`src/rtl/uart_pkg.sv`:
```
// Shared UART definitions: ASCII codes, parser/receiver state enums,
// Q9.10 field widths and small decode helpers.
package uart_pkg;

  localparam logic [7:0] CH_0     = 8'h30;
  localparam logic [7:0] CH_9     = 8'h39;
  localparam logic [7:0] CH_PLUS  = 8'h2B;
  localparam logic [7:0] CH_MINUS = 8'h2D;
  localparam logic [7:0] CH_DOT   = 8'h2E;
  localparam logic [7:0] CH_LF    = 8'h0A;
  localparam logic [7:0] CH_CR    = 8'h0D;
  localparam logic [7:0] CH_X     = 8'h58;
  localparam logic [7:0] CH_G     = 8'h47;
  localparam logic [7:0] CH_SP    = 8'h20;

  localparam int INT_W  = 9;
  localparam int FRAC_W = 10;
  localparam int CMD_W  = 1 + INT_W + FRAC_W;

  typedef enum logic [3:0] {
    PS_IDLE,
    PS_CHN,
    PS_SIGN,
    PS_INT0,
    PS_INT1,
    PS_INT2,
    PS_DOT,
    PS_FRAC0,
    PS_FRAC1,
    PS_FRAC2,
    PS_TERM,
    PS_ERR
  } parse_state_t;

  typedef enum logic [1:0] {
    RX_IDLE,
    RX_START,
    RX_DATA,
    RX_STOP
  } rx_state_t;

  function automatic logic is_digit(input logic [7:0] b);
    return (b >= CH_0) && (b <= CH_9);
  endfunction

  function automatic logic is_term(input logic [7:0] b);
    return (b == CH_LF) || (b == CH_CR);
  endfunction

  // acc*10 + d, kept at 10 bits (three digits never exceed 999)
  function automatic logic [9:0] mac10(
    input logic [9:0] acc,
    input logic [3:0] d
  );
    return (acc << 3) + (acc << 1) + {6'd0, d};
  endfunction

endpackage

```
`src/rtl/uart_byte_rx.sv`:
```
// 8N1 byte receiver: 2-FF synchroniser, start-edge detect, mid-bit sampling.
// Ports: clk, rst (async high), rx_i serial in -> byte_o, byte_vld, frame_err.
module uart_byte_rx
  import uart_pkg::*;
#(
  parameter int BAUD_DIV = 234
) (
  input  logic       clk,
  input  logic       rst,
  input  logic       rx_i,
  output logic [7:0] byte_o,
  output logic       byte_vld,
  output logic       frame_err
);

  localparam int HALF = BAUD_DIV / 2;
  localparam int CW   = $clog2(BAUD_DIV + 1);

  rx_state_t     r_state;
  rx_state_t     w_next;
  logic [1:0]    r_sync;
  logic          r_prev;
  logic [CW-1:0] r_cnt;
  logic [2:0]    r_bit;
  logic [7:0]    r_shift;

  logic w_rx;
  logic w_fall;
  logic w_half;
  logic w_full;

  assign w_rx   = r_sync[1];
  assign w_fall = r_prev & ~w_rx;
  assign w_half = (r_cnt == CW'(HALF - 1));
  assign w_full = (r_cnt == CW'(BAUD_DIV - 1));

  always_ff @(posedge clk or posedge rst) begin
    if (rst) begin
      r_sync <= 2'b11;
      r_prev <= 1'b1;
    end else begin
      r_sync <= {r_sync[0], rx_i};
      r_prev <= w_rx;
    end
  end

  always_ff @(posedge clk or posedge rst) begin
    if (rst) r_state <= RX_IDLE;
    else     r_state <= w_next;
  end

  always_comb begin
    w_next = r_state;
    unique case (r_state)
      RX_IDLE:  if (w_fall) w_next = RX_START;
      RX_START: if (w_half) w_next = w_rx ? RX_IDLE : RX_DATA;
      RX_DATA:  if (w_full && r_bit == 3'd7) w_next = RX_STOP;
      RX_STOP:  if (w_full) w_next = RX_IDLE;
      default:  w_next = RX_IDLE;
    endcase
  end

  // Counter restarts on every state change and at each bit boundary.
  always_ff @(posedge clk or posedge rst) begin
    if (rst) begin
      r_cnt   <= '0;
      r_bit   <= 3'd0;
      r_shift <= 8'd0;
    end else begin
      if (r_state == RX_IDLE || w_next != r_state || w_full)
        r_cnt <= '0;
      else
        r_cnt <= r_cnt + 1'b1;
      if (r_state == RX_IDLE)
        r_bit <= 3'd0;
      else if (r_state == RX_DATA && w_full) begin
        r_shift <= {w_rx, r_shift[7:1]};
        r_bit   <= r_bit + 3'd1;
      end
    end
  end

  always_comb begin
    byte_o    = r_shift;
    byte_vld  = (r_state == RX_STOP) && w_full && w_rx;
    frame_err = ((r_state == RX_START) && w_half && w_rx) ||
                ((r_state == RX_STOP) && w_full && !w_rx);
  end

endmodule

```
`src/rtl/uart_cmd_rx.sv`:
```
// UART command receiver: value commands "<c><+|-><ddd>.<ddd><term>" and
// stop/go "X<c><term>" / "G<c><term>". Ports: clk, rst, uart_rx in;
// cmd_valid, cmd_chn, cmd_data (sign-mag Q9.10), stop_o, rx_err, cmd_err out.
module uart_cmd_rx
  import uart_pkg::*;
#(
  parameter int CLK_FREQ  = 27_000_000,
  parameter int BAUD_RATE = 115200,
  parameter int NUM_CHN   = 4
) (
  input  logic             clk,
  input  logic             rst,
  input  logic             uart_rx,
  output logic             cmd_valid,
  output logic [2:0]       cmd_chn,
  output logic [CMD_W-1:0] cmd_data,
  output logic [3:0]       stop_o,
  output logic             rx_err,
  output logic             cmd_err
);

  localparam int BAUD_DIV = CLK_FREQ / BAUD_RATE;

  logic [7:0] w_byte;
  logic       w_bvld;
  logic       w_ferr;

  uart_byte_rx #(
    .BAUD_DIV(BAUD_DIV)
  ) u_byte (
    .clk      (clk),
    .rst      (rst),
    .rx_i     (uart_rx),
    .byte_o   (w_byte),
    .byte_vld (w_bvld),
    .frame_err(w_ferr)
  );

  assign rx_err = w_ferr;

  parse_state_t r_ps;
  parse_state_t w_ps_next;

  logic [2:0]  r_chn;
  logic        r_sg;
  logic        r_stop;
  logic        r_sign;
  logic [9:0]  r_int;
  logic [9:0]  r_frac;
  logic [9:0]  r_frac10;
  logic        r_pend;

  logic       w_digit;
  logic       w_term;
  logic       w_chn_ok;
  logic       w_xg;
  logic       w_ok;
  logic [3:0] w_dval;

  logic w_done;
  logic w_val_done;
  logic w_sg_done;
  logic w_err_pulse;

  assign w_digit  = is_digit(w_byte);
  assign w_term   = is_term(w_byte);
  assign w_chn_ok = (w_byte >= CH_0) && (w_byte < 8'(CH_0 + NUM_CHN));
  assign w_xg     = (w_byte == CH_X) || (w_byte == CH_G);
  assign w_dval   = w_byte[3:0];

  // Is the current byte acceptable in the current parser state?
  always_comb begin
    w_ok = 1'b0;
    unique case (r_ps)
      PS_IDLE:  w_ok = w_chn_ok || w_xg || w_term ||
                       (w_byte == CH_SP);
      PS_CHN:   w_ok = w_chn_ok;
      PS_SIGN:  w_ok = (w_byte == CH_PLUS) ||
                       (w_byte == CH_MINUS);
      PS_INT0,
      PS_INT1,
      PS_INT2,
      PS_FRAC0,
      PS_FRAC1,
      PS_FRAC2: w_ok = w_digit;
      PS_DOT:   w_ok = (w_byte == CH_DOT);
      PS_TERM:  w_ok = w_term;
      PS_ERR:   w_ok = 1'b1;
      default:  w_ok = 1'b0;
    endcase
  end

  always_ff @(posedge clk or posedge rst) begin
    if (rst) r_ps <= PS_IDLE;
    else     r_ps <= w_ps_next;
  end

  // A bad byte that is itself a terminator already closes the
  // command, so it returns straight to IDLE instead of waiting in ERR.
  always_comb begin
    w_ps_next = r_ps;
    if (w_bvld) begin
      if (!w_ok)
        w_ps_next = w_term ? PS_IDLE : PS_ERR;
      else begin
        unique case (r_ps)
          PS_IDLE: begin
            if (w_xg)          w_ps_next = PS_CHN;
            else if (w_chn_ok) w_ps_next = PS_SIGN;
          end
          PS_CHN:   w_ps_next = PS_TERM;
          PS_SIGN:  w_ps_next = PS_INT0;
          PS_INT0:  w_ps_next = PS_INT1;
          PS_INT1:  w_ps_next = PS_INT2;
          PS_INT2:  w_ps_next = PS_DOT;
          PS_DOT:   w_ps_next = PS_FRAC0;
          PS_FRAC0: w_ps_next = PS_FRAC1;
          PS_FRAC1: w_ps_next = PS_FRAC2;
          PS_FRAC2: w_ps_next = PS_TERM;
          PS_TERM:  w_ps_next = PS_IDLE;
          PS_ERR:   if (w_term) w_ps_next = PS_IDLE;
          default:  w_ps_next = PS_IDLE;
        endcase
      end
    end
  end

  // Integer overflow (any value >= 512 sets bit 9) is caught on the
  // terminator; the command is already closed, so no ERR wait.
  always_comb begin
    w_done      = w_bvld && (r_ps == PS_TERM) && w_term;
    w_val_done  = w_done && !r_sg && !r_int[9];
    w_sg_done   = w_done && r_sg;
    w_err_pulse = (w_bvld && !w_ok) ||
                  (w_done && !r_sg && r_int[9]);
  end

  always_ff @(posedge clk or posedge rst) begin
    if (rst) begin
      r_chn  <= 3'd0;
      r_sg   <= 1'b0;
      r_stop <= 1'b0;
      r_sign <= 1'b0;
      r_int  <= 10'd0;
      r_frac <= 10'd0;
    end else if (w_bvld && w_ok) begin
      case (r_ps)
        PS_IDLE: begin
          r_sg   <= w_xg;
          r_stop <= (w_byte == CH_X);
          r_chn  <= w_byte[2:0];
          r_sign <= 1'b0;
          r_int  <= 10'd0;
          r_frac <= 10'd0;
        end
        PS_CHN:  r_chn  <= w_byte[2:0];
        PS_SIGN: r_sign <= (w_byte == CH_MINUS);
        PS_INT0,
        PS_INT1,
        PS_INT2: r_int  <= mac10(r_int, w_dval);
        PS_FRAC0,
        PS_FRAC1,
        PS_FRAC2: r_frac <= mac10(r_frac, w_dval);
        default: ;
      endcase
    end
  end

  // Stage 1: thousandths -> 1/1024 units. Stage 2: output register.
  // Parser fields stay stable across both stages since the next
  // byte is at least a full character time away.
  always_ff @(posedge clk or posedge rst) begin
    if (rst) begin
      r_pend    <= 1'b0;
      r_frac10  <= 10'd0;
      cmd_valid <= 1'b0;
      cmd_chn   <= 3'd0;
      cmd_data  <= '0;
      cmd_err   <= 1'b0;
      stop_o    <= 4'd0;
    end else begin
      r_pend    <= w_val_done;
      r_frac10  <= 10'(({r_frac, 10'd0}) / 20'd1000);
      cmd_valid <= r_pend;
      cmd_err   <= w_err_pulse;
      if (r_pend) begin
        cmd_chn  <= r_chn;
        cmd_data <= {r_sign, r_int[8:0], r_frac10};
      end
      if (w_sg_done)
        stop_o[r_chn[1:0]] <= r_stop;
    end
  end

endmodule

```
`config.mk`:
```
export PLATFORM = sky130hd
export DESIGN_NAME = uart_cmd_rx
export DESIGN_NICKNAME = d
export VERILOG_FILES = /design/src/rtl/uart_pkg.sv /design/src/rtl/uart_byte_rx.sv /design/src/rtl/uart_cmd_rx.sv
export SDC_FILE = /design/constraint.sdc
export NUM_CORES = 1
export LEC_CHECK = 0
export CORE_MARGIN = 10
export CORE_UTILIZATION = 28
export DETAILED_ROUTE_END_ITERATION = 10
export SLEW_MARGIN = 40
export SYNTH_ARGS = -nofsm -noshare
export SYNTH_HDL_FRONTEND = slang
export SYNTH_SLANG_ARGS = --single-unit
```
`constraint.sdc`:
```
create_clock -name clk -period 18.6 [get_ports clk]
set_clock_uncertainty 0.05 [all_clocks]
set_input_delay 3.72 -clock clk [delete_from_list [all_inputs] [get_ports clk]]
set_output_delay 3.72 -clock clk [all_outputs]
set_load 0.05 [all_outputs]
```
==> flow_summary.toml <==
[run_status]
status = "finished clean"

[place]
io_buffers = 32
place_ws_ns = 8.20
place_congestion = 0.899
dp_hpwl_mm = 15.0
dpl.cell_count = 1299
place_area_sq_um = 8780

[drt]
ant_nets = 0
post_drt_wl_per_cell_microns = 15.3
drt-pass1-iter-count = 5
drt_iter0_markers = 667
drc = 0
routed_wl_mm = 20.2
vias = 7188
vias_per_cell = 5.46

[clock_network]
clk_latency_ns = 0.35
post-cts-setup-buffer-count = 0
clk_pin_slew_ns = 0.07
cts-resized-gates = 0
cts.sinks = 94
cts.hold.buffers_added = 0
cts-root-buf = "clkbuf_16"
h-tree-depth = 3
cts_tree = "yes"
numCtsBuffers = 9
cts_buffer_depth = 2

[logic_synthesis]
ys_seq_elements = 94
synth_area_sq_um = 8200
synth.avg_cell_area_sq_um = 8.83
synth_cell_type_count = 115
ys_warn_count = 0
ys_seq_area_share_pct = 28.7
postSynthNetCount = 975
synth_cells = 929
synthArstFlopShare_pct = 100
yosys_most_used_dff = "dfrtp_1"
synth_edf_count = 0

[timing]
setup-violations-final = 0
tns_ns = 0
fin_crit_sh_pct = 55.9
worst_pin_slew_ns = 0.835
period_needed_ns = 10.40
hold_viol_final = 0
rsz0062_at_grt = "no"
slew_violations = 0
fmax_ghz = 0.0961
fin_ws_ns = 8.20
slew_headroom_pct = 44.2

[final_layout]
mostFrequentLayoutCell = "dfrtp_1"
layout-drive-gt1-share_pct = 13.4
seq_area_sq_um = 2360
nFillCells = 2996
n_antenna_cell = 0
final_cells = 1316
post-route-util_pct = 31.5
finalInstanceArea_sq_um = 9060
fin_nets = 973
syn2layout_area_growth_pct = 10.5
layout_common_cells = "dfrtp_1, nor2_1, nand2_1"
multi_input_area_sq_um = 5460

[global_route]
grt_antenna_before_repair = 0
grt_usage_pct = 11.0
overflow = 0
grt_pass1_vias = 6819
grt_pass1_wl_mm = 34.4
grt_max_degree = 80

[critical_path]
critPathMaxStageDelay_ns = 0.78
critPathMostFrequentCell = "ha_1"
crit_path_start_kind = "flip-flop"
cp.arrival_ns = 10.59
cp_top_family = "compound AO/OA/AOI/OAI gates"
slowest_stage = "dfrtp_1"
required_ns = 18.78
r2r_cells = 33
crit_cells = 33
path_class = "flip-flop to flip-flop"
critPathBufInv = 1
worst_setup_path_end_kind = "flip-flop"
cp_max_fo = 21

[floorplan]
die_w_microns = 191
start_util_pct = 28.5
ioPinCount = 33
dieArea_sq_um = 36500
rows = 62
core_sq_um = 28800
die_h_microns = 191

[min_path]
hold_path.class = "flip-flop to flip-flop"
hold_path_depth = 0

[power]
p_comb_share_pct = 6.7
clkPwrFrac_pct = 40.7
switchingPower_mw = 0.110
max-vdd-ir-drop_v = 0.0000346
power_leakage_nw = 3.70
switching_share_pct = 25.7
seqPwrFrac_pct = 52.6
p_per_area_nw_per_um2 = 47.2
p_int_mw = 0.318

[flow_run]
cap_violations = 0
-- power by group through the flow --
stage	combinational [mW]	clock, mW	sequential [mW]
finish	0.0285	0.174	0.225
global route	0.0332	0.188	0.227
CTS	0.0297	0.179	0.225
detailed placement	0.0296	0	0.228
global placement	0.0282	0	0.229
floorplan	0.0244	0	0.225
-- area by class of cell --
| class | instances | area share [%] |
|---|---|---|
| inverters | 32 | 1.38 |
| well taps | 384 | 5.30 |
| flip-flops and latches | 94 | 26.0 |
| clock buffers | 10 | 2.53 |
| repair buffers | 37 | 3.99 |
| clock inverters | 6 | 0.483 |
| multi-input cells | 753 | 60.3 |
-- worst register-to-register path: cells and delay by family, from the launching register on --
kind,cells,cell delay [ns]
buffers and inverters,1,0.25
and+or+nand+nor,12,3.15
adders and majority gates,4,1.36
xor gates and xnor gates,1,0.45
AOI/OAI and AO/OA,14,4.09
DFF,1,0.78
muxes,1,0.16
-- cells in the mapped netlist (7+ instances only) --
cell type   n  area, sq um
or2_2       8         50.1
nand2b_1    7         43.8
nor2b_1     7         43.8
o21ai_0    45          225
nor3b_1     8         60.1
inv_1      28          105
clkbuf_1   24         90.1
and2_1     11         68.8
o21a_1     10         75.1
or3_1       8         50.1
mux2_2     46          518
buf_2      13         65.1
nand2_1    67          251
a31oi_1     9         56.3
dfrtp_1    91         2280
ha_1       39          488
o31ai_1     7         52.6
a211oi_1   11         82.6
o22ai_1     9         56.3
nor3_1     31          155
o211a_1     8         80.1
o211ai_1   17          128
mux2i_1     7         70.1
nand4_1    17          106
a21oi_1    48          240
nand3_1    47          235
a21o_1     10         75.1
xnor2_1    29          254
xor2_1      9         78.8
nor2_1     75          282
o21ai_1    10         50.1
-- worst paths after layout --
kind	start	to	slack [ns]
min in group asynchronous	rst	u_byte.r_cnt[3]$_DFF_PP0_	3.61
max in group asynchronous	rst	r_pend$_DFF_PP0_	13.90
worst min-delay path	u_byte.r_sync[0]$_DFF_PP1_	u_byte.r_sync[1]$_DFF_PP1_	0.31
worst min register to register	u_byte.r_sync[0]$_DFF_PP1_	u_byte.r_sync[1]$_DFF_PP1_	0.31
worst max register to register	r_frac[2]$_DFFE_PP0P_	r_frac10[0]$_DFF_PP0_	8.20
worst max-delay path	r_frac[2]$_DFFE_PP0P_	r_frac10[0]$_DFF_PP0_	8.20
-- kinds of logic after synthesis --
family | share of synthesized area (%)
AND/OR/NAND/NOR | 22.1
buffers and inverters | 4.76
XOR/XNOR | 4.06
adder cells (fa/ha/maj) | 7.19
AO/OA/AOI/OAI | 25.1
multiplexers | 8.00
flip-flops | 28.7
-- metrics by stage --
| step | hold WS (ns) | power [mW] |
|---|---|---|
| 2_1_floorplan | 0.295 | 0.249 |
| 3_3_place_gp | 0.298 | 0.257 |
| 3_5_place_dp | 0.298 | 0.258 |
| 4_1_cts | 0.308 | 0.434 |
| 5_1_grt | 0.314 | 0.448 |
| 6_report | 0.307 | 0.427 |
-- per-layer routing --
metal | global-route usage (%) | up-vias | wire length [microns]
li1 | - | 3499 | -
met1 | 14.8 | 3498 | 9700
met2 | 18.1 | 172 | 9360
met3 | 1.49 | 19 | 841
met4 | 3.31 | 0 | 268
met5 | 0 | - | 0
-- registers in the layout, indices dropped and copies added, names as in the netlist, 2 cells and up --
register and flops:
u_byte.r_bit 3, r_int 10, r_chn 3, u_byte.r_cnt 8
cmd_data 20, cmd_chn 3, r_ps 4, u_byte.byte_o 8
r_frac 10, r_frac10 10, u_byte.r_state 2, stop_o 4
u_byte.r_sync 2
No activity file was read; power rests on OpenSTA's default activity.
